File: src/rtl/lsu_data_mem_if.sv
// Request/response channel bundle between the datapath and the load/store data memory.
interface lsu_data_mem_if #(
    parameter int XLEN = 32
);
    logic            req_valid;
    logic            req_ready;
    logic            req_write;
    logic [2:0]      req_funct3;
    logic [XLEN-1:0] req_addr;
    logic [XLEN-1:0] req_wdata;
    logic            rsp_valid;
    logic            rsp_ready;
    logic [XLEN-1:0] rsp_rdata;
    logic            rsp_err;

    modport master (
        output req_valid, req_write, req_funct3, req_addr, req_wdata, rsp_ready,
        input  req_ready, rsp_valid, rsp_rdata, rsp_err
    );

    modport slave (
        input  req_valid, req_write, req_funct3, req_addr, req_wdata, rsp_ready,
        output req_ready, rsp_valid, rsp_rdata, rsp_err
    );
endinterface

File: src/rtl/lsu_data_mem.sv
// Load/store data memory with byte/half/word access, programmable wait states and
// error responses for misaligned, out-of-range or illegal-funct3 accesses.
module lsu_data_mem #(
    parameter int XLEN     = 32,
    parameter int DEPTH    = 64,
    parameter int WAIT_CYC = 1
) (
    input  logic          clk_i,
    input  logic          reset_ni,
    lsu_data_mem_if.slave bus
);
    localparam int         AW        = $clog2(DEPTH);
    localparam logic [3:0] WAIT_LOAD = (WAIT_CYC > 0) ? 4'(WAIT_CYC - 1) : 4'd0;

    typedef enum logic [1:0] {
        ST_IDLE = 2'd0,
        ST_WAIT = 2'd1,
        ST_RESP = 2'd2
    } state_e;

    function automatic logic access_error(input logic            wr,
                                          input logic [2:0]      f3,
                                          input logic [XLEN-1:0] addr);
        logic out_of_range_s;
        logic misaligned_s;
        logic illegal_s;
        out_of_range_s = |addr[XLEN-1:AW+2];
        case (f3)
            3'b000: begin misaligned_s = 1'b0;       illegal_s = 1'b0; end
            3'b001: begin misaligned_s = addr[0];    illegal_s = 1'b0; end
            3'b010: begin misaligned_s = |addr[1:0]; illegal_s = 1'b0; end
            3'b100: begin misaligned_s = 1'b0;       illegal_s = wr;   end
            3'b101: begin misaligned_s = addr[0];    illegal_s = wr;   end
            default: begin misaligned_s = 1'b0;      illegal_s = 1'b1; end
        endcase
        return out_of_range_s | misaligned_s | illegal_s;
    endfunction

    function automatic logic [XLEN-1:0] load_extract(input logic [XLEN-1:0] word,
                                                     input logic [2:0]      f3,
                                                     input logic [1:0]      lane);
        logic [7:0]      byte_s;
        logic [15:0]     half_s;
        logic [XLEN-1:0] res_s;
        byte_s = word[{lane, 3'b000} +: 8];
        half_s = word[{lane[1], 4'b0000} +: 16];
        case (f3)
            3'b000:  res_s = {{(XLEN-8){byte_s[7]}}, byte_s};
            3'b001:  res_s = {{(XLEN-16){half_s[15]}}, half_s};
            3'b010:  res_s = word;
            3'b100:  res_s = {{(XLEN-8){1'b0}}, byte_s};
            3'b101:  res_s = {{(XLEN-16){1'b0}}, half_s};
            default: res_s = {XLEN{1'b0}};
        endcase
        return res_s;
    endfunction

    function automatic logic [XLEN-1:0] store_merge(input logic [XLEN-1:0] old,
                                                    input logic [XLEN-1:0] wdata,
                                                    input logic [2:0]      f3,
                                                    input logic [1:0]      lane);
        logic [XLEN-1:0] mask_s;
        logic [XLEN-1:0] data_s;
        case (f3)
            3'b000: begin
                mask_s = {{(XLEN-8){1'b0}}, 8'hFF} << {lane, 3'b000};
                data_s = {{(XLEN-8){1'b0}}, wdata[7:0]} << {lane, 3'b000};
            end
            3'b001: begin
                mask_s = {{(XLEN-16){1'b0}}, 16'hFFFF} << {lane[1], 4'b0000};
                data_s = {{(XLEN-16){1'b0}}, wdata[15:0]} << {lane[1], 4'b0000};
            end
            3'b010: begin
                mask_s = {XLEN{1'b1}};
                data_s = wdata;
            end
            default: begin
                mask_s = {XLEN{1'b0}};
                data_s = {XLEN{1'b0}};
            end
        endcase
        return (old & ~mask_s) | (data_s & mask_s);
    endfunction

    state_e          state_q, state_d;
    logic [3:0]      cnt_q, cnt_d;
    logic            wr_q, wr_d;
    logic [2:0]      f3_q, f3_d;
    logic [AW+1:0]   addr_q, addr_d;
    logic [XLEN-1:0] wdata_q, wdata_d;
    logic [XLEN-1:0] rdata_q, rdata_d;
    logic            err_q, err_d;
    logic            req_ready_q, req_ready_d;
    logic            rsp_valid_q, rsp_valid_d;
    logic [XLEN-1:0] mem_q [DEPTH];

    logic            commit_s;
    logic            c_wr_s;
    logic [2:0]      c_f3_s;
    logic [AW+1:0]   c_addr_s;
    logic [XLEN-1:0] c_wdata_s;
    logic [XLEN-1:0] c_word_s;
    logic [XLEN-1:0] merged_s;
    logic [XLEN-1:0] load_s;

    // Commit operands: live request when committing straight from IDLE, latched copy otherwise.
    always_comb begin
        if (state_q == ST_IDLE) begin
            c_wr_s    = bus.req_write;
            c_f3_s    = bus.req_funct3;
            c_addr_s  = bus.req_addr[AW+1:0];
            c_wdata_s = bus.req_wdata;
        end else begin
            c_wr_s    = wr_q;
            c_f3_s    = f3_q;
            c_addr_s  = addr_q;
            c_wdata_s = wdata_q;
        end
        c_word_s = mem_q[c_addr_s[AW+1:2]];
        merged_s = store_merge(c_word_s, c_wdata_s, c_f3_s, c_addr_s[1:0]);
        load_s   = c_wr_s ? {XLEN{1'b0}} : load_extract(c_word_s, c_f3_s, c_addr_s[1:0]);
    end

    // Next-state and response data for the IDLE -> WAIT -> RESP sequence.
    always_comb begin
        state_d  = state_q;
        cnt_d    = cnt_q;
        wr_d     = wr_q;
        f3_d     = f3_q;
        addr_d   = addr_q;
        wdata_d  = wdata_q;
        rdata_d  = rdata_q;
        err_d    = err_q;
        commit_s = 1'b0;
        case (state_q)
            ST_IDLE: begin
                if (bus.req_valid) begin
                    wr_d    = bus.req_write;
                    f3_d    = bus.req_funct3;
                    addr_d  = bus.req_addr[AW+1:0];
                    wdata_d = bus.req_wdata;
                    if (access_error(bus.req_write, bus.req_funct3, bus.req_addr)) begin
                        state_d = ST_RESP;
                        rdata_d = {XLEN{1'b0}};
                        err_d   = 1'b1;
                    end else if (WAIT_CYC == 0) begin
                        commit_s = 1'b1;
                        state_d  = ST_RESP;
                        rdata_d  = load_s;
                        err_d    = 1'b0;
                    end else begin
                        cnt_d   = WAIT_LOAD;
                        state_d = ST_WAIT;
                    end
                end else begin
                    state_d = ST_IDLE;
                end
            end
            ST_WAIT: begin
                if (cnt_q == 4'd0) begin
                    commit_s = 1'b1;
                    state_d  = ST_RESP;
                    rdata_d  = load_s;
                    err_d    = 1'b0;
                end else begin
                    cnt_d = cnt_q - 4'd1;
                end
            end
            ST_RESP: begin
                if (bus.rsp_ready) begin
                    state_d = ST_IDLE;
                end else begin
                    state_d = ST_RESP;
                end
            end
            default: begin
                state_d = ST_IDLE;
            end
        endcase
        req_ready_d = (state_d == ST_IDLE);
        rsp_valid_d = (state_d == ST_RESP);
    end

    // State, latched request, response registers and the memory array.
    always_ff @(posedge clk_i) begin
        if (!reset_ni) begin
            state_q     <= ST_IDLE;
            cnt_q       <= 4'd0;
            wr_q        <= 1'b0;
            f3_q        <= 3'b000;
            addr_q      <= {(AW+2){1'b0}};
            wdata_q     <= {XLEN{1'b0}};
            rdata_q     <= {XLEN{1'b0}};
            err_q       <= 1'b0;
            req_ready_q <= 1'b1;
            rsp_valid_q <= 1'b0;
            for (int i = 0; i < DEPTH; i++) begin
                mem_q[i] <= {XLEN{1'b0}};
            end
        end else begin
            state_q     <= state_d;
            cnt_q       <= cnt_d;
            wr_q        <= wr_d;
            f3_q        <= f3_d;
            addr_q      <= addr_d;
            wdata_q     <= wdata_d;
            rdata_q     <= rdata_d;
            err_q       <= err_d;
            req_ready_q <= req_ready_d;
            rsp_valid_q <= rsp_valid_d;
            if (commit_s && c_wr_s) begin
                mem_q[c_addr_s[AW+1:2]] <= merged_s;
            end
        end
    end

    assign bus.req_ready = req_ready_q;
    assign bus.rsp_valid = rsp_valid_q;
    assign bus.rsp_rdata = rdata_q;
    assign bus.rsp_err   = err_q;
endmodule
File: src/flat_wrapper.sv
// flat-port wrapper written by rule: the top's interface ports become plain ports
module lsu_data_mem_flat 
#(
    parameter int XLEN     = 32,
    parameter int DEPTH    = 64,
    parameter int WAIT_CYC = 1
)
  (clk_i, reset_ni, bus_req_valid, bus_req_write, bus_req_funct3, bus_req_addr, bus_req_wdata, bus_rsp_ready, bus_req_ready, bus_rsp_valid, bus_rsp_rdata, bus_rsp_err);
  lsu_data_mem_if #(.XLEN(XLEN)) bus_i ();
  input  logic clk_i;
  input  logic reset_ni;
  input wire logic [$bits(bus_i.req_valid)-1:0] bus_req_valid;
  input wire logic [$bits(bus_i.req_write)-1:0] bus_req_write;
  input wire logic [$bits(bus_i.req_funct3)-1:0] bus_req_funct3;
  input wire logic [$bits(bus_i.req_addr)-1:0] bus_req_addr;
  input wire logic [$bits(bus_i.req_wdata)-1:0] bus_req_wdata;
  input wire logic [$bits(bus_i.rsp_ready)-1:0] bus_rsp_ready;
  output wire logic [$bits(bus_i.req_ready)-1:0] bus_req_ready;
  output wire logic [$bits(bus_i.rsp_valid)-1:0] bus_rsp_valid;
  output wire logic [$bits(bus_i.rsp_rdata)-1:0] bus_rsp_rdata;
  output wire logic [$bits(bus_i.rsp_err)-1:0] bus_rsp_err;
  assign bus_i.req_valid = bus_req_valid;
  assign bus_i.req_write = bus_req_write;
  assign bus_i.req_funct3 = bus_req_funct3;
  assign bus_i.req_addr = bus_req_addr;
  assign bus_i.req_wdata = bus_req_wdata;
  assign bus_i.rsp_ready = bus_rsp_ready;
  assign bus_req_ready = bus_i.req_ready;
  assign bus_rsp_valid = bus_i.rsp_valid;
  assign bus_rsp_rdata = bus_i.rsp_rdata;
  assign bus_rsp_err = bus_i.rsp_err;
  lsu_data_mem #(.XLEN(XLEN), .DEPTH(DEPTH), .WAIT_CYC(WAIT_CYC)) u_core (.clk_i(clk_i), .reset_ni(reset_ni), .bus(bus_i));
endmodule
File: config.mk
export PLATFORM = sky130hd
export DESIGN_NAME = lsu_data_mem_flat
export DESIGN_NICKNAME = d
export VERILOG_FILES = /design/src/rtl/lsu_data_mem_if.sv /design/src/rtl/lsu_data_mem.sv /design/src/flat_wrapper.sv
export SDC_FILE = /design/constraint.sdc
export NUM_CORES = 2
export LEC_CHECK = 0
export CAP_MARGIN = 20
export CORE_ASPECT_RATIO = 0.75
export CORE_UTILIZATION = 25
export DETAILED_ROUTE_END_ITERATION = 10
export PLACE_DENSITY = 0.45
export SETUP_SLACK_MARGIN = 0.1
export SYNTH_ARGS = -nofsm -noshare
export SYNTH_HDL_FRONTEND = slang
export SYNTH_SLANG_ARGS = --single-unit
export TNS_END_PERCENT = 10
File: constraint.sdc
create_clock -name clk_i -period 5.5 [get_ports clk_i]
set_input_delay 1.1 -clock clk_i [delete_from_list [all_inputs] [get_ports clk_i]]
set_output_delay 1.1 -clock clk_i [all_outputs]
set_load 0.01 [all_outputs]
==> impl_results.md <==
* Status: finished, final reports clean
* Clock root buffer: clkbuf_16
* Final HPWL DP at 281000 um
* Clock transition at the registers of the reported paths at 0.07 ns
* CTS Buf Count at 216
* Peak VDD IR at 0.000250 V
* Nets at 8580
* Register area share after synthesis at 68.0%
* Slew margin rel. at 20.3%
* Switch Pwr at 0.0135 W
* Met3 Usage GRT at 6.45%
* IO Pins at 107
* CTS Hold Buffers Added at 0
* Sequential power share at 43.1%
* Max clock buf depth at 4
* Place WS at -0.579 ns
* Clock group share of total power at 35.7%
* Initial DRC count at 11300
* Layout area overhead at 21.7%
* Most frequent cells in the layout: 2124 x nor2_1, 2048 x edfxtp_1, 782 x nand2_1
* Comb pwr share at 21.2%
* Fraction of layout cells with a size suffix above 1 at 17.6%
* Core ar. at 369000 um^2
* Fmax at 183 MHz
* Share of flip-flops with an asynchronous set or reset at 0%
* Final GP Congestion at 0.932
* CP arrival at 6.03 ns
* Fin. Hold Viols at 0
* Synthesized cell area at 92900 um^2
* Main area contributors after synthesis: edfxtp_1 66%, nor2_1 8.6%, nand2_1 3.4%
* Yosys warning total at 0
* Postcts setup bufs at 0
* Avg WL per Cell at 32.0 um
* Synth unique cells at 108
* Placed insts at 13200
* Period minus WS final at 5.46 ns
* # Max-Cap Violations at 0
* Top delay family on crit path: simple AND/OR/NAND/NOR gates
* Crit end category: register
* Crit Path Class: reg2reg
* Worst Tran Pin Value at 1.19 ns
* Gate Count Post-Synth at 8072
* Total internal power at 0.0292 W
* #FFs+latches synth at 2133
* Net Sw Frac at 31.6%
* Pre-antenna DRT Iters at 6
* Vias at 73200
* Period utilisation layout at 99.2%
* Critical-path cell with the highest stage delay: dfxtp_1
* Detailed Route WL at 434000 um
* Crit-path max FO at 26
* Buf+Inv Stages, Crit Path at 4
* Cell taking the most area after synthesis: edfxtp_1
* Most used DFF post-synth: edfxtp_1
* Share of the synthesized area in the top cell type at 66.2%
* Starting density of the core at 25.2%
* Post-CTS sizing at 0
* DRC at 0
* Global routing's busiest layer: met1
* Finish-stage setup viols at 0
* Post-Syn Area per Cell at 11.5 um^2
* CP Cell Sequence: buf_4 > o211a_1 > or2_4 > buf_12 > buf_4 > nand3_1 > a31oi_2 > or3_1 > or4_1 > mux2_4 > buf_12 > nor2_2
* Hold Path Class: reg2reg
* Grt met2 use at 31.8%
* Worst skew pair latency at 0.93 ns
* Post-synth EDFFs at 2048
* Post-Syn Nets at 8146
* Clock sinks at 2133
* GRT Util Overall at 22.3%
* Fin Hold WS at 0.457 ns
* Largest net degree at the start of global routing at 66
* PD cells at 378 nW/um^2
* Commonest non-fill, non-tap cell in the layout: nor2_1
* Startpoint Class: register
* M1 GR Usage at 32.7%
* TritonCTS clock tree: yes
* Total grt overflow at 0
* Die Width at 706 um
* Final antenna-violating net count at 0
* First-pass GRT wire length at 586000 um
* # port buffers at 106
* Num rows at 193
* Die ar. at 374000 um^2
* Non-Filler Instances at 13600
* Slew Limit Fails at 0
* Avg Vias per Cell at 5.40
* LEAKAGE at 39.9 nW
* Clock skew at 0.101 ns
* Design Power at 0.0427 W
* RSZ-0062 raised after global routing: false
* Die H at 530 um
* Number of global-route vias before repair at 67300
* H-Tree Depth at 4
* CP required at 6.07 ns
* Setup WS post-layout at 0.0440 ns
* Initial antenna violation count at 41
* CP peak stage delay at 0.94 ns
## registers in the layout (all words and copies together) (netlist names)
register and count:
u_core.mem_q 2048, u_core.bus.rsp_rdata 32, u_core.wdata_q 32, u_core.addr_q 8, u_core.cnt_q 4, u_core.f3_q 3, u_core.state_q 2, u_core.bus.req_ready 1
u_core.bus.rsp_err 1, u_core.bus.rsp_valid 1, u_core.wr_q 1
## final timing paths
kind / from / end / slack, ns / depth (start not counted)
worst max register to register: u_core.state_q[0] / u_core.mem_q[31][3] / 0.04 / 12
worst min register to register: u_core.bus.rsp_rdata[9] / u_core.bus.rsp_rdata[9] / 0.46 / 1
worst max-delay path: u_core.state_q[0] / u_core.mem_q[31][3] / 0.04 / 12
worst min-delay path: u_core.bus.rsp_rdata[9] / u_core.bus.rsp_rdata[9] / 0.46 / 1
## power groups by stage
stage,Combinational [W],Sequential [W],Clock (W)
after detailed placement,0.00882,0.0187,0
after floorplan,0.00366,0.0187,0
after global placement,0.00879,0.0187,0
after CTS,0.00885,0.0184,0.0154
final,0.00906,0.0184,0.0153
after global routing,0.00917,0.0184,0.0160
## routing by layer
layer  share of wire [%]  up-vias
li1                    -    30100
met1                  44    38100
met2                  41     4371
met3                  12      594
met4                 3.1       24
met5               0.035        -
## cells in the mapped netlist, drive strengths merged (25+ instances only)
master,n
a211oi,51
buf,468
and3,50
nor3,147
o22ai,465
nor4,28
edfxtp,2048
a31oi,99
o221ai,75
dfxtp,85
nand2,852
o211ai,25
a32oi,72
nand3,170
mux2i,88
nor2,2272
a21oi,228
o21ai,195
clkbuf,315
## cell families (layout without fill, tap and decap cells)
family                     count (synthesis)  count (layout)  synth area share, %
and+or+nand+nor                         3626            3626                 16.2
AOI/OAI and AO/OA                       1410            1410                 10.2
adders and majority gates                  2               2               0.0269
muxes                                    100             100                 1.11
other                                      0               6                    0
DFF                                     2133            2133                 68.0
buffers and inverters                    801            1412                 4.44
## cell type report
class | instances | area (um^2)
diodes | 6 | 15.0
clock buffers | 266 | 5700
clock inverters | 129 | 1230
fillers | 37300 | 256000
inverters | 18 | 67.6
multi-input cells | 5138 | 26200
flip-flops and latches | 2133 | 63200
well taps | 4875 | 6100
repair buffers | 999 | 10600
## stage by stage
step                TNS [ns]  area [um^2]  util [%]
floorplan                  0        92900         -
global placement     -339.03       106000      28.7
detailed placement   -179.07       106000      28.7
CTS                        0       113000      30.6
global route               0       113000      30.6
finish                     0       113000      30.6
(Power assumes the default switching activity.)
